<file path="src/rtl/mc_pipe_reg_if.sv">
// Handshake bundle for mc_pipe_reg: upstream valid/ready, downstream valid/ready, flush and status.
// The master side drives the inputs of the chain. The slave side is the chain itself.
interface mc_pipe_reg_if #(
    parameter int WIDTH = 32,
    parameter int DEPTH = 2
);
    localparam int CNT_W = $clog2(DEPTH + 1);

    logic             flush;
    logic             in_valid;
    logic             in_ready;
    logic [WIDTH-1:0] in_data;
    logic             out_valid;
    logic             out_ready;
    logic [WIDTH-1:0] out_data;
    logic [CNT_W-1:0] count;
    logic             parity_err;

    modport master (
        output flush, in_valid, in_data, out_ready,
        input  in_ready, out_valid, out_data, count, parity_err
    );

    modport slave (
        input  flush, in_valid, in_data, out_ready,
        output in_ready, out_valid, out_data, count, parity_err
    );
endinterface

</file>
<file path="src/rtl/mc_pipe_reg.sv">
// Elastic DEPTH-stage valid/ready register chain with bubble collapsing, flush and occupancy count.
// Optional MC_PIPE_REG_PARITY_EN carries an even-parity bit per stage and flags mismatches at the output.
module mc_pipe_reg #(
    parameter int WIDTH = 32,
    parameter int DEPTH = 2
) (
    input logic          clk,
    input logic          reset,
    mc_pipe_reg_if.slave bus
);
    localparam int CNT_W = $clog2(DEPTH + 1);

    generate
        if (DEPTH < 1) begin : g_bad_depth
            $error("mc_pipe_reg: DEPTH must be >= 1");
        end
    endgenerate

    logic [DEPTH-1:0]            v_q, v_d, mv, ld;
    logic [DEPTH-1:0][WIDTH-1:0] data_q, data_d;
    logic [CNT_W-1:0]            count_q, count_d;
    logic                        in_xfer, out_xfer;
`ifdef MC_PIPE_REG_PARITY_EN
    logic [DEPTH-1:0]            par_q, par_d;
`endif

    // A stage may advance if it or any stage downstream of it is empty, or the sink drains.
    for (genvar i = 0; i < DEPTH; i++) begin : g_mv
        assign mv[i] = bus.out_ready | ~(&v_q[DEPTH-1:i]);
    end

    assign bus.in_ready = mv[0] & ~bus.flush;
    assign in_xfer      = bus.in_valid & bus.in_ready;
    assign out_xfer     = v_q[DEPTH-1] & bus.out_ready;

    for (genvar i = 0; i < DEPTH; i++) begin : g_stage
        logic             src_v;
        logic [WIDTH-1:0] src_d;
        if (i == 0) begin : g_head
            assign src_v = bus.in_valid;
            assign src_d = bus.in_data;
        end else begin : g_body
            assign src_v = v_q[i-1];
            assign src_d = data_q[i-1];
        end
        // Data only loads real words so a bubble never overwrites the last held value.
        assign ld[i]     = mv[i] & src_v & ~bus.flush;
        assign v_d[i]    = bus.flush ? 1'b0 : (mv[i] ? src_v : v_q[i]);
        assign data_d[i] = ld[i] ? src_d : data_q[i];
`ifdef MC_PIPE_REG_PARITY_EN
        if (i == 0) begin : g_par_head
            assign par_d[i] = ld[i] ? ^bus.in_data : par_q[i];
        end else begin : g_par_body
            assign par_d[i] = ld[i] ? par_q[i-1] : par_q[i];
        end
`endif
    end

    assign count_d = bus.flush ? '0 : count_q + CNT_W'(in_xfer) - CNT_W'(out_xfer);

    always_ff @(posedge clk or posedge reset) begin
        if (reset) begin
            v_q     <= '0;
            data_q  <= '0;
            count_q <= '0;
        end else begin
            v_q     <= v_d;
            data_q  <= data_d;
            count_q <= count_d;
        end
    end

`ifdef MC_PIPE_REG_PARITY_EN
    always_ff @(posedge clk or posedge reset) begin
        if (reset) par_q <= '0;
        else       par_q <= par_d;
    end
    assign bus.parity_err = v_q[DEPTH-1] & ((^data_q[DEPTH-1]) != par_q[DEPTH-1]);
`else
    assign bus.parity_err = 1'b0;
`endif

    assign bus.out_valid = v_q[DEPTH-1];
    assign bus.out_data  = data_q[DEPTH-1];
    assign bus.count     = count_q;
endmodule

</file>
<file path="src/flat_wrapper.sv">
// flat-port wrapper written by rule: the top's interface ports become plain ports
module mc_pipe_reg_flat 
#(
    parameter int WIDTH = 32,
    parameter int DEPTH = 2
)
  (clk, reset, bus_flush, bus_in_valid, bus_in_data, bus_out_ready, bus_in_ready, bus_out_valid, bus_out_data, bus_count, bus_parity_err);
  mc_pipe_reg_if #(.WIDTH(WIDTH), .DEPTH(DEPTH)) bus_i ();
  input logic clk;
  input logic reset;
  input wire logic [$bits(bus_i.flush)-1:0] bus_flush;
  input wire logic [$bits(bus_i.in_valid)-1:0] bus_in_valid;
  input wire logic [$bits(bus_i.in_data)-1:0] bus_in_data;
  input wire logic [$bits(bus_i.out_ready)-1:0] bus_out_ready;
  output wire logic [$bits(bus_i.in_ready)-1:0] bus_in_ready;
  output wire logic [$bits(bus_i.out_valid)-1:0] bus_out_valid;
  output wire logic [$bits(bus_i.out_data)-1:0] bus_out_data;
  output wire logic [$bits(bus_i.count)-1:0] bus_count;
  output wire logic [$bits(bus_i.parity_err)-1:0] bus_parity_err;
  assign bus_i.flush = bus_flush;
  assign bus_i.in_valid = bus_in_valid;
  assign bus_i.in_data = bus_in_data;
  assign bus_i.out_ready = bus_out_ready;
  assign bus_in_ready = bus_i.in_ready;
  assign bus_out_valid = bus_i.out_valid;
  assign bus_out_data = bus_i.out_data;
  assign bus_count = bus_i.count;
  assign bus_parity_err = bus_i.parity_err;
  mc_pipe_reg #(.WIDTH(WIDTH), .DEPTH(DEPTH)) u_core (.clk(clk), .reset(reset), .bus(bus_i));
endmodule
</file>
<file path="config.mk">
export PLATFORM = sky130hd
export DESIGN_NAME = mc_pipe_reg_flat
export DESIGN_NICKNAME = d
export VERILOG_FILES = /design/src/rtl/mc_pipe_reg_if.sv /design/src/rtl/mc_pipe_reg.sv /design/src/flat_wrapper.sv
export SDC_FILE = /design/constraint.sdc
export NUM_CORES = 1
export LEC_CHECK = 0
export ABC_AREA = 1
export BUFFER_PORTS_ARGS = -buffer_cell sky130_fd_sc_hd__buf_2
export CAP_MARGIN = 20
export CELL_PAD_IN_SITES_DETAIL_PLACEMENT = 1
export CELL_PAD_IN_SITES_GLOBAL_PLACEMENT = 2
export CORE_MARGIN = 3
export CORE_UTILIZATION = 31
export DETAILED_ROUTE_END_ITERATION = 12
export PLACE_DENSITY_LB_ADDON = 0.1
export RECOVER_POWER = 50
export SLEW_MARGIN = 20
export SYNTH_ARGS = -nofsm -noshare
export SYNTH_HDL_FRONTEND = slang
export SYNTH_SLANG_ARGS = --single-unit
</file>
<file path="constraint.sdc">
create_clock -name clk -period 2.65 [get_ports clk]
set_input_delay 0.3975 -clock clk [delete_from_list [all_inputs] [get_ports clk]]
set_output_delay 0.3975 -clock clk [all_outputs]
set_load 0.01 [all_outputs]
</file>
==> results of run 1 <==
## report_power, final
part	internal [mW]	switching, mW
Combinational	0.182	0.270
Clock	0.438	0.422
Sequential	1.21	0.0926
Total	1.83	0.784
## critical path: cells and delay by family, from the launching register on
family / cells / cell delay, ps
buffers and inverters: 3 / 570
flip-flops: 1 / 420
AND/OR/NAND/NOR: 2 / 210
## cell usage after synthesis
library cell,count
nand2_1,101
dfrtp_1,68
inv_1,42
nand4_1,32
o21ai_1,30
buf_2,11
buf_6,6
o21ai_0,4
nand3_2,3
nor2_1,3
clkbuf_1,2
ha_1,2
a21oi_1,1
buf_1,1
buf_4,1
conb_1,1
inv_2,1
nand3_1,1
## area by class of cell
type / instances / area (sq um) / area share, %
clock buffers: 9 / 123.9 / 3.617
clock inverters: 7 / 75.07 / 2.192
inverters: 43 / 161.4 / 4.713
multi-input cells: 178 / 819.5 / 23.93
flip-flops and latches: 68 / 1702 / 49.69
well taps: 108 / 135.1 / 3.946
repair buffers: 79 / 407.9 / 11.91
## through the flow
step	hold slack [ps]	std cells	util [%]
CTS	140.5	492	39.20
finish	288.9	492	38.89
global route	288.2	492	38.89
detailed placement	458.3	476	36.94
floorplan	441.9	310	-
global placement	452.9	476	36.94
## registers in the layout, summed over array words and instances, names as in the netlist
signal / flops
u_core.bus.count: 2
u_core.bus.out_data: 32
u_core.v_q: 2
u_core.g_stage.src_d: 32
## cell families after synthesis
| kind of cell | synth area share (%) |
|---|---|
| AOI/OAI and AO/OA | 6.181 |
| adders and majority gates | 0.8829 |
| buffers and inverters | 10.68 |
| DFF | 60.04 |
| other | 0.1323 |
| and+or+nand+nor | 22.07 |
## how the worst max path moves through the flow
| stage | slack [ps] | start | endpoint |
|---|---|---|---|
| finish | 740 | u_core.v_q[1]$_DFFE_PP0P_ | bus_in_ready |
| global route | 600 | u_core.v_q[1]$_DFFE_PP0P_ | bus_in_ready |
| CTS | 710 | u_core.v_q[1]$_DFFE_PP0P_ | bus_in_ready |
| detailed placement | 760 | bus_flush | u_core.bus.out_data[9]$_DFFE_PP0P_ |
| global placement | 840 | bus_flush | u_core.bus.out_data[13]$_DFFE_PP0P_ |
| floorplan | 540 | reset | u_core.bus.count[0]$_DFF_PP0_ |
## layer usage
| layer | vias to the layer above | track usage (%) |
|---|---|---|
| met2 | 45 | 23.74 |
| met1 | 1091 | 19.86 |
| met3 | 8 | 2.755 |
| li1 | 1122 | - |
| met4 | 0 | 5.828 |
| met5 | - | 0 |
==> results.md, run 1 <==
* Hold Buf Count CTS at 0
* Pwr Total at 2.612 mW
* FF-to-FF End: u_core.g_stage[1].src_d[26]$_DFFE_PP0P_
* Fin crit share at just over 70%
* GP Congestion at 0.7276
* Total GRT Usage at 14.81%
* Layout cells sized above 1 at a little under a quarter
* R2R Path Start: u_core.v_q[1]$_DFFE_PP0P_
* Final Max Slew Viols at 31
* Hpwl dp at 4.642 mm
* Min-delay src: bus_flush
* Mapped Nets at 349
* DR iter-0 viols at 81
* Final Critical Period at 1913 ps
* Netlist cell types at 18
* Largest net degree at the start of global routing at 42
* Commonest cells after routing, fill and taps aside: nand2_1, dfrtp_1, buf_2
* Critical Path RT at approximately 2300 ps
* Area leader, netlist: dfrtp_1
* Post-Syn Area at about 0.0028 sq mm
* Synth Instances at 310
* CP Max Fanout at 34
* Drt total wl at 7.026 mm
* Wire length on met1 at between 3 and 4 mm
* Fmax at 522.8 MHz
* Number of buffers created by CTS at 9
* Routed vias at 2266
* Resize count post-CTS at 0
* Post-route cell area at 0.003425 sq mm
* IO Pins at 74
* Min-Delay Path Depth at 2
* # DRC at 0
* RSZ-0062 raised after global routing: false
* CP cell instances: nand3_1 > buf_4 > inv_1 > nor2_1 > buf_2
* Max Used Layer: met4
* Clock Pin Slew Worst Setup and Hold Paths at 80 ps
* Hold Crit Class: input pin to register
* Hold path endpoint: u_core.bus.count[0]$_DFF_PP0_
* Port Buffers at 72
* Reg2reg setup slack at 970 ps
* Met3 wire length at 267 um
* DIE AREA at 0.01032 sq mm
* Die H at 101.6 um
* Initial Util at 32.18%
* Vias per cell at 4.606
* Die Wd at slightly above 100 um
* Critical path's slowest cell: dfrtp_1
* Fin Setup TNS at 0 ps
* Routed met2 length at approximately 3.3 mm
* CP max stage delay at 420 ps
* Failing checks: capacitance limit, slew limit
* Cell Rows at 34
* First-pass GRT wire length at 11.80 mm
* Status: finished with violations
* Yosys top cell area share at 60.04%
* Total core area at between 0.008 and 0.009 sq mm
* ANT nets after route at 0
* Vias in the first global route at between 2000 and 2500
* Worst rel slew slack at -8.492%
* R2r worst-path depth at 5
* Drt first pass iters at 4
* Arrival time worst endpoint at 1520 ps
* # clock sinks at 68
* TritonCTS clock tree: built
* Max-cap violations at 1
* Worst Skew at approximately 11 ps
* Most common cell after layout, fill and taps aside: nand2_1
* Wirelength per Cell at 14.28 um
* Post-CTS Setup Bufs at 0
* Nature of the critical path endpoint: output port
* Power Density at between 700 and 800 mW/mm^2
* Synth area leaders: dfrtp_1, nand2_1, nand4_1
* Pre-CTS WS at approximately 760 ps
* YS warnings at 0
* Pleak at 1.874 nW
* Sequential share of the synthesized area at roughly 60%
* Initial antenna violation count at 0
* Total grt overflow at 0
* Post-Syn Area per Cell at ~9.1 sq um
* CP startpoint kind: register
* Fillers at 1067
* Area delta synth->final at 20.84%
* Worst vdd ir at 0.2624 mV
* PnR worst setup slack at 737.1 ps
* Placed inst area at 0.003253 sq mm
* Skew-Pair Late Insertion Delay at approximately 340 ps
* Clk root buf: clkbuf_8
* Buffer levels on the longest clock path at 2
* H-tree depth at 3
* Least-Margin Pin Slew at 1627 ps
* Final setup fails at 0
* Hold Vio Cnt, Final at 0
* Crit Path Class: register to output port
* Ant diodes at 0
* Yosys reg bits at 68
* Layout Nets at 418
No activity file was read; power rests on OpenSTA's default activity.
==> run 2: changes to the inputs <==
clock period = 2 ns   (was 2.65 ns; I/O delays follow)
==> results.md, run 2 (synthesized netlist as in run 1, its figures left out) <==
* Routed vias at 2233 (was 2266)
* Worst vdd ir at 0.3951 mV (was 0.2624 mV)
* Vias per cell at 4.529 (was 4.606)
* Commonest cells after routing, fill and taps aside: nand2_1, dfrtp_1, buf_2 (unchanged)
* Initial antenna violation count at 0 (unchanged)
* ANT nets after route at 0 (unchanged)
* TritonCTS clock tree: built (unchanged)
* Final Critical Period at roughly 1700 ps
* # clock sinks at 68 (unchanged)
* Ant diodes at 0 (unchanged)
* RSZ-0062 raised after global routing: false (unchanged)
* Most common cell after layout, fill and taps aside: nand2_1 (unchanged)
* Buffer levels on the longest clock path at 2 (unchanged)
* Cell Rows at 34 (unchanged)
* Clock Pin Slew Worst Setup and Hold Paths at 60 ps (was 80 ps)
* DIE AREA at 0.01032 sq mm (unchanged)
* Clk root buf: clkbuf_8 (unchanged)
* CP startpoint kind: register (unchanged)
* Number of buffers created by CTS at 9 (unchanged)
* Arrival time worst endpoint at 1380 ps (was 1520 ps)
* H-tree depth at 3 (unchanged)
* Nature of the critical path endpoint: output port (unchanged)
* Hpwl dp at 4.806 mm (was 4.642 mm)
* Layout cells sized above 1 at 20.78% (was 22.66%)
* Skew-Pair Late Insertion Delay at 330 ps (was 340 ps)
* Post-CTS Setup Bufs at 0 (unchanged)
* Total grt overflow at 0 (unchanged)
* Crit Path Class: register to output port (unchanged)
* Die Wd at 101.6 um (unchanged)
* Wirelength per Cell at 14.00 um (was 14.28 um)
* Total core area at 0.008806 sq mm (unchanged)
* Port Buffers at 72 (unchanged)
* Power Density at 953.7 mW/mm^2 (was 762.8 mW/mm^2)
* IO Pins at 74 (unchanged)
* Hold Vio Cnt, Final at 0 (unchanged)
* DR iter-0 viols at 87 (was 81)
* Final setup fails at 0 (unchanged)
* Worst rel slew slack at 17.13% (was -8.492%)
* # DRC at 0 (unchanged)
* Total GRT Usage at 14.12% (was 14.81%)
* Fin Setup TNS at 0 ps (unchanged)
* Least-Margin Pin Slew at 1236 ps (was 1627 ps)
* Layout Nets at 420 (was 418)
* Worst Skew at 11.07 ps (was 11.47 ps)
* Hold Buf Count CTS at 0 (unchanged)
* Pleak at 1.837 nW (was 1.874 nW)
* Largest net degree at the start of global routing at 39 (was 42)
* Drt total wl at 6.903 mm (was 7.026 mm)
* Drt first pass iters at 4 (unchanged)
* Vias in the first global route at 2273 (was 2373)
* CP Max Fanout at 16 (was 34)
* Pwr Total at 3.237 mW (was 2.612 mW)
* Hold slack final at 216.2 ps (was 288.9 ps)
* Resize count post-CTS at 0 (unchanged)
* First-pass GRT wire length at 11.30 mm (was 11.80 mm)
* Fin util at 38.55% (was 38.89%)
* GP Congestion at 0.7513 (was 0.7276)
* Die H at 101.6 um (unchanged)
* Status: completed (was finished with violations)
* Fmax at 593.9 MHz
* Area delta synth->final at 19.78% (was 20.84%)
* Final Max Slew Viols at 0 (was 31)
* Initial Util at 32.18% (unchanged)
* Critical Path RT at 1700 ps (was 2250 ps)
* Hold Crit Class: input pin to register (unchanged)
* Max-cap violations at 0 (was 1)
* Fin crit share at 84.18%
## run 2: cell types whose count changed in the layout (fill, tap and decap cells not counted)
cell        before  now
nand3_2          1    3
inv_1           42   41
clkinv_2         1    3
nand3_1          3    1
inv_6            1    0
clkinv_4         1    0
clkinvlp_4       3    0
clkbuf_1        10   21
buf_4            4    7
bufinv_16        1    0
buf_2           63   54
clkinvlp_2       0    1
## run 2: critical path: stages, from the launching register on
cell	delay [ps]
dfrtp_1	400
nand3_2	350
inv_1	140
nor2_1	40
buf_2	130
## run 2: path summary, 6_finish.rpt
path | start | endpoint | slack (ps) | depth (start not counted)
setup reg to reg | u_core.v_q[1]$_DFFE_PP0P_ | u_core.bus.count[1]$_DFF_PP0_ | 520 | 6
hold reg to reg | u_core.g_stage[1].src_d[30]$_DFFE_PP0P_ | u_core.g_stage[1].src_d[30]$_DFFE_PP0P_ | 470 | 2
setup / recovery | u_core.v_q[1]$_DFFE_PP0P_ | bus_in_ready | 320 | 4
min in group asynchronous | reset | u_core.bus.out_data[2]$_DFFE_PP0P_ | 230 | 2
hold / removal | bus_flush | u_core.bus.count[0]$_DFF_PP0_ | 220 | 2
max in group asynchronous | reset | u_core.g_stage[1].src_d[21]$_DFFE_PP0P_ | 640 | 3
## run 2: power by group
| part | internal, mW | switching [mW] | total, mW | leakage [nW] |
|---|---|---|---|---|
| Combinational | 0.235 | 0.358 | 0.593 | 0.898 |
| Sequential | 1.60 | 0.122 | 1.73 | 0.860 |
| Clock | 0.439 | 0.480 | 0.919 | 0.0800 |
## run 2: routing by layer
metal | share of wire, % | global-route usage (%) | vias to the layer above
li1 | - | - | 1125
met1 | 50 | 19.67 | 1050
met2 | 44 | 22.18 | 51
met3 | 4.2 | 2.479 | 7
met4 | 1.2 | 4.908 | 0
met5 | 0 | 0 | -
## run 2: final cells by class
type / instances / area, sq um
Tap cell: 108 / 135.1
Timing Repair Buffer: 81 / 415.4
Clock inverter: 3 / 15.01
Clock buffer: 12 / 135.1
Inverter: 43 / 162.7
Fill cell: 1063 / 5411
Multi-Input combinational cell: 178 / 829.5
Sequential cell: 68 / 1702
## run 2: through the flow
stage | setup slack [ps] | instance area, sq um | std cells
finish | 316.3 | 3395 | 493
global route | 192.5 | 3395 | 493
CTS | 279.7 | 3435 | 493
detailed placement | 449.7 | 3284 | 478
global placement | 529.0 | 3284 | 478
floorplan | 613.8 | 2838 | 310
==> run 3: changes to the inputs <==
clock period = 1.6 ns   (was 2 ns; I/O delays follow)
==> results.md, run 3 (synthesized netlist as in run 1, its figures left out) <==
* Crit path launch: u_core.v_q[1]$_DFFE_PP0P_ (unchanged)
* Met3 wire length at 306 um (was 290 um)
* Critical Path RT at 1360 ps (was 1700 ps)
* Wirelength per Cell at 14.20 um (was 14.00 um)
* Clk root buf: clkbuf_8 (unchanged)
* Wire length on met1 at 3.407 mm (was 3.465 mm)
* Fillers at 1065 (was 1063)
* Largest net degree at the start of global routing at 35 (was 39)
* Buffer levels on the longest clock path at 2 (unchanged)
* Clock Pin Slew Worst Setup and Hold Paths at 60 ps (about the same)
* Arrival time worst endpoint at 1130 ps (was 1380 ps)
* Placed insts at 480 (was 478)
* CP Max Fanout at 4 (was 16)
* Area delta synth->final at 21.85% (was 19.78%)
* Least-Margin Pin Slew at 697.8 ps (was 1236 ps)
* CP startpoint kind: register (unchanged)
* Number of buffers created by CTS at 9 (unchanged)
* Resize count post-CTS at 0 (unchanged)
* Vias per cell at 4.559 (was 4.529)
* DR iter-0 viols at 64 (was 87)
* R2R Path Start: u_core.v_q[1]$_DFFE_PP0P_ (unchanged)
* Ant diodes at 0 (unchanged)
* Layout cells sized above 1 at 23.83% (was 20.78%)
* Layout Nets at 423 (was 420)
* Commonest cells after routing, fill and taps aside: nand2_1, dfrtp_1, buf_2 (unchanged)
* Max Used Layer: met4 (unchanged)
* Post-CTS Setup Bufs at 0 (unchanged)
* Min-delay src: bus_flush (unchanged)
* First-pass GRT wire length at 11.70 mm (was 11.30 mm)
* Fin Setup TNS at 0 ps (unchanged)
* Die H at 101.6 um (unchanged)
* Final setup fails at 0 (unchanged)
* Total core area at 0.008806 sq mm (unchanged)
* Max-cap violations at 0 (unchanged)
* Fin util at 39.22% (was 38.55%)
* RSZ-0062 raised after global routing: false (unchanged)
* Final Critical Period at 1365 ps
* Power Density at 1200 mW/mm^2 (was 953.7 mW/mm^2)
* Cell Rows at 34 (unchanged)
* Fin crit share at 85.32%
* Pwr Total at 4.144 mW (was 3.237 mW)
* Hold Vio Cnt, Final at 0 (unchanged)
* Vias in the first global route at 2351 (was 2273)
* Die Wd at 101.6 um (unchanged)
* TritonCTS clock tree: built (unchanged)
* Pleak at 1.896 nW (was 1.837 nW)
* Initial antenna violation count at 0 (unchanged)
* DIE AREA at 0.01032 sq mm (unchanged)
* Worst rel slew slack at 53.22% (was 17.13%)
* Hpwl dp at 4.780 mm (was 4.806 mm)
* Total grt overflow at 0 (unchanged)
* Drt first pass iters at 4 (unchanged)
* Fmax at 732.5 MHz
* Initial Util at 32.18% (unchanged)
* ANT nets after route at 0 (unchanged)
* Post-Layout Cell Count at 494 (was 493)
* Routed vias at 2252 (was 2233)
* # clock sinks at 68 (unchanged)
* Most common cell after layout, fill and taps aside: nand2_1 (unchanged)
* Worst vdd ir at 0.3936 mV (was 0.3951 mV)
* H-tree depth at 3 (unchanged)
* IO Pins at 74 (unchanged)
* Worst Skew at 9.051 ps (was 11.07 ps)
* Crit Path Class: register to output port (unchanged)
* GP Congestion at 0.7298 (was 0.7513)
* Skew-Pair Late Insertion Delay at 340 ps (was 330 ps)
* Final Max Slew Viols at 0 (unchanged)
* Nature of the critical path endpoint: output port (unchanged)
* Status: completed (unchanged)
* Port Buffers at 72 (unchanged)
* Total GRT Usage at 14.70% (was 14.12%)
* # DRC at 0 (unchanged)
* Drt total wl at 7.015 mm (was 6.903 mm)
* Hold Crit Class: input pin to register (unchanged)
* Routed met2 length at 3.164 mm (was 3.066 mm)
## run 3: path summary, 6_finish.rpt
| path | to | slack (ps) | depth (start not counted) |
|---|---|---|---|
| max | bus_in_ready | 230 | 4 |
| min | u_core.bus.count[0]$_DFF_PP0_ | 130 | 2 |
| max reg2reg | u_core.bus.count[1]$_DFF_PP0_ | 280 | 8 |
| min reg2reg | u_core.g_stage[1].src_d[1]$_DFFE_PP0P_ | 470 | 2 |
| max in group asynchronous | u_core.v_q[0]$_DFFE_PP0P_ | 270 | 4 |
| min in group asynchronous | u_core.bus.out_data[1]$_DFFE_PP0P_ | 510 | 3 |
## run 3: critical path, stage by stage, from the launching register on
cell     delay [ps]
dfrtp_1         410
nand3_2         120
inv_1            50
nor2_1           80
buf_2           130
## run 3: area by class of cell
type / count / area [sq um] / area share (%)
Sequential cell: 68 / 1702 / 49.28
Timing Repair Buffer: 84 / 465.4 / 13.48
Clock buffer: 11 / 151.4 / 4.384
Multi-Input combinational cell: 178 / 824.5 / 23.88
Clock inverter: 2 / 12.51 / 0.3623
Inverter: 43 / 162.7 / 4.710
Tap cell: 108 / 135.1 / 3.913
## run 3: power breakdown
group	total [mW]	leakage (nW)	switching [mW]	internal, mW
Combinational	0.763	0.953	0.451	0.313
Clock	1.23	0.0831	0.608	0.619
Sequential	2.15	0.860	0.150	2.00
## run 3: repair_timing
| item | in CTS | in global routing |
|---|---|---|
| endpoints found under the hold margin | 11 | 0 |
| endpoints found under the setup margin | 0 | 0 |
| hold buffers | 1 | 0 |
## run 3: stage by stage
step	hold WS (ps)	instance area, sq um	worst slack, ps
finish	128.0	3453	234.9
global route	132.7	3453	99.51
CTS	107.2	3486	208.1
detailed placement	257.1	3312	285.6
global placement	251.2	3312	325.5
floorplan	305.2	2838	213.8
## run 3: routing by layer
metal / vias to the layer above / GRT usage, %
li1: 1132 / -
met1: 1059 / 20.16
met2: 51 / 22.43
met3: 10 / 2.893
met4: 0 / 6.748
met5: - / 0
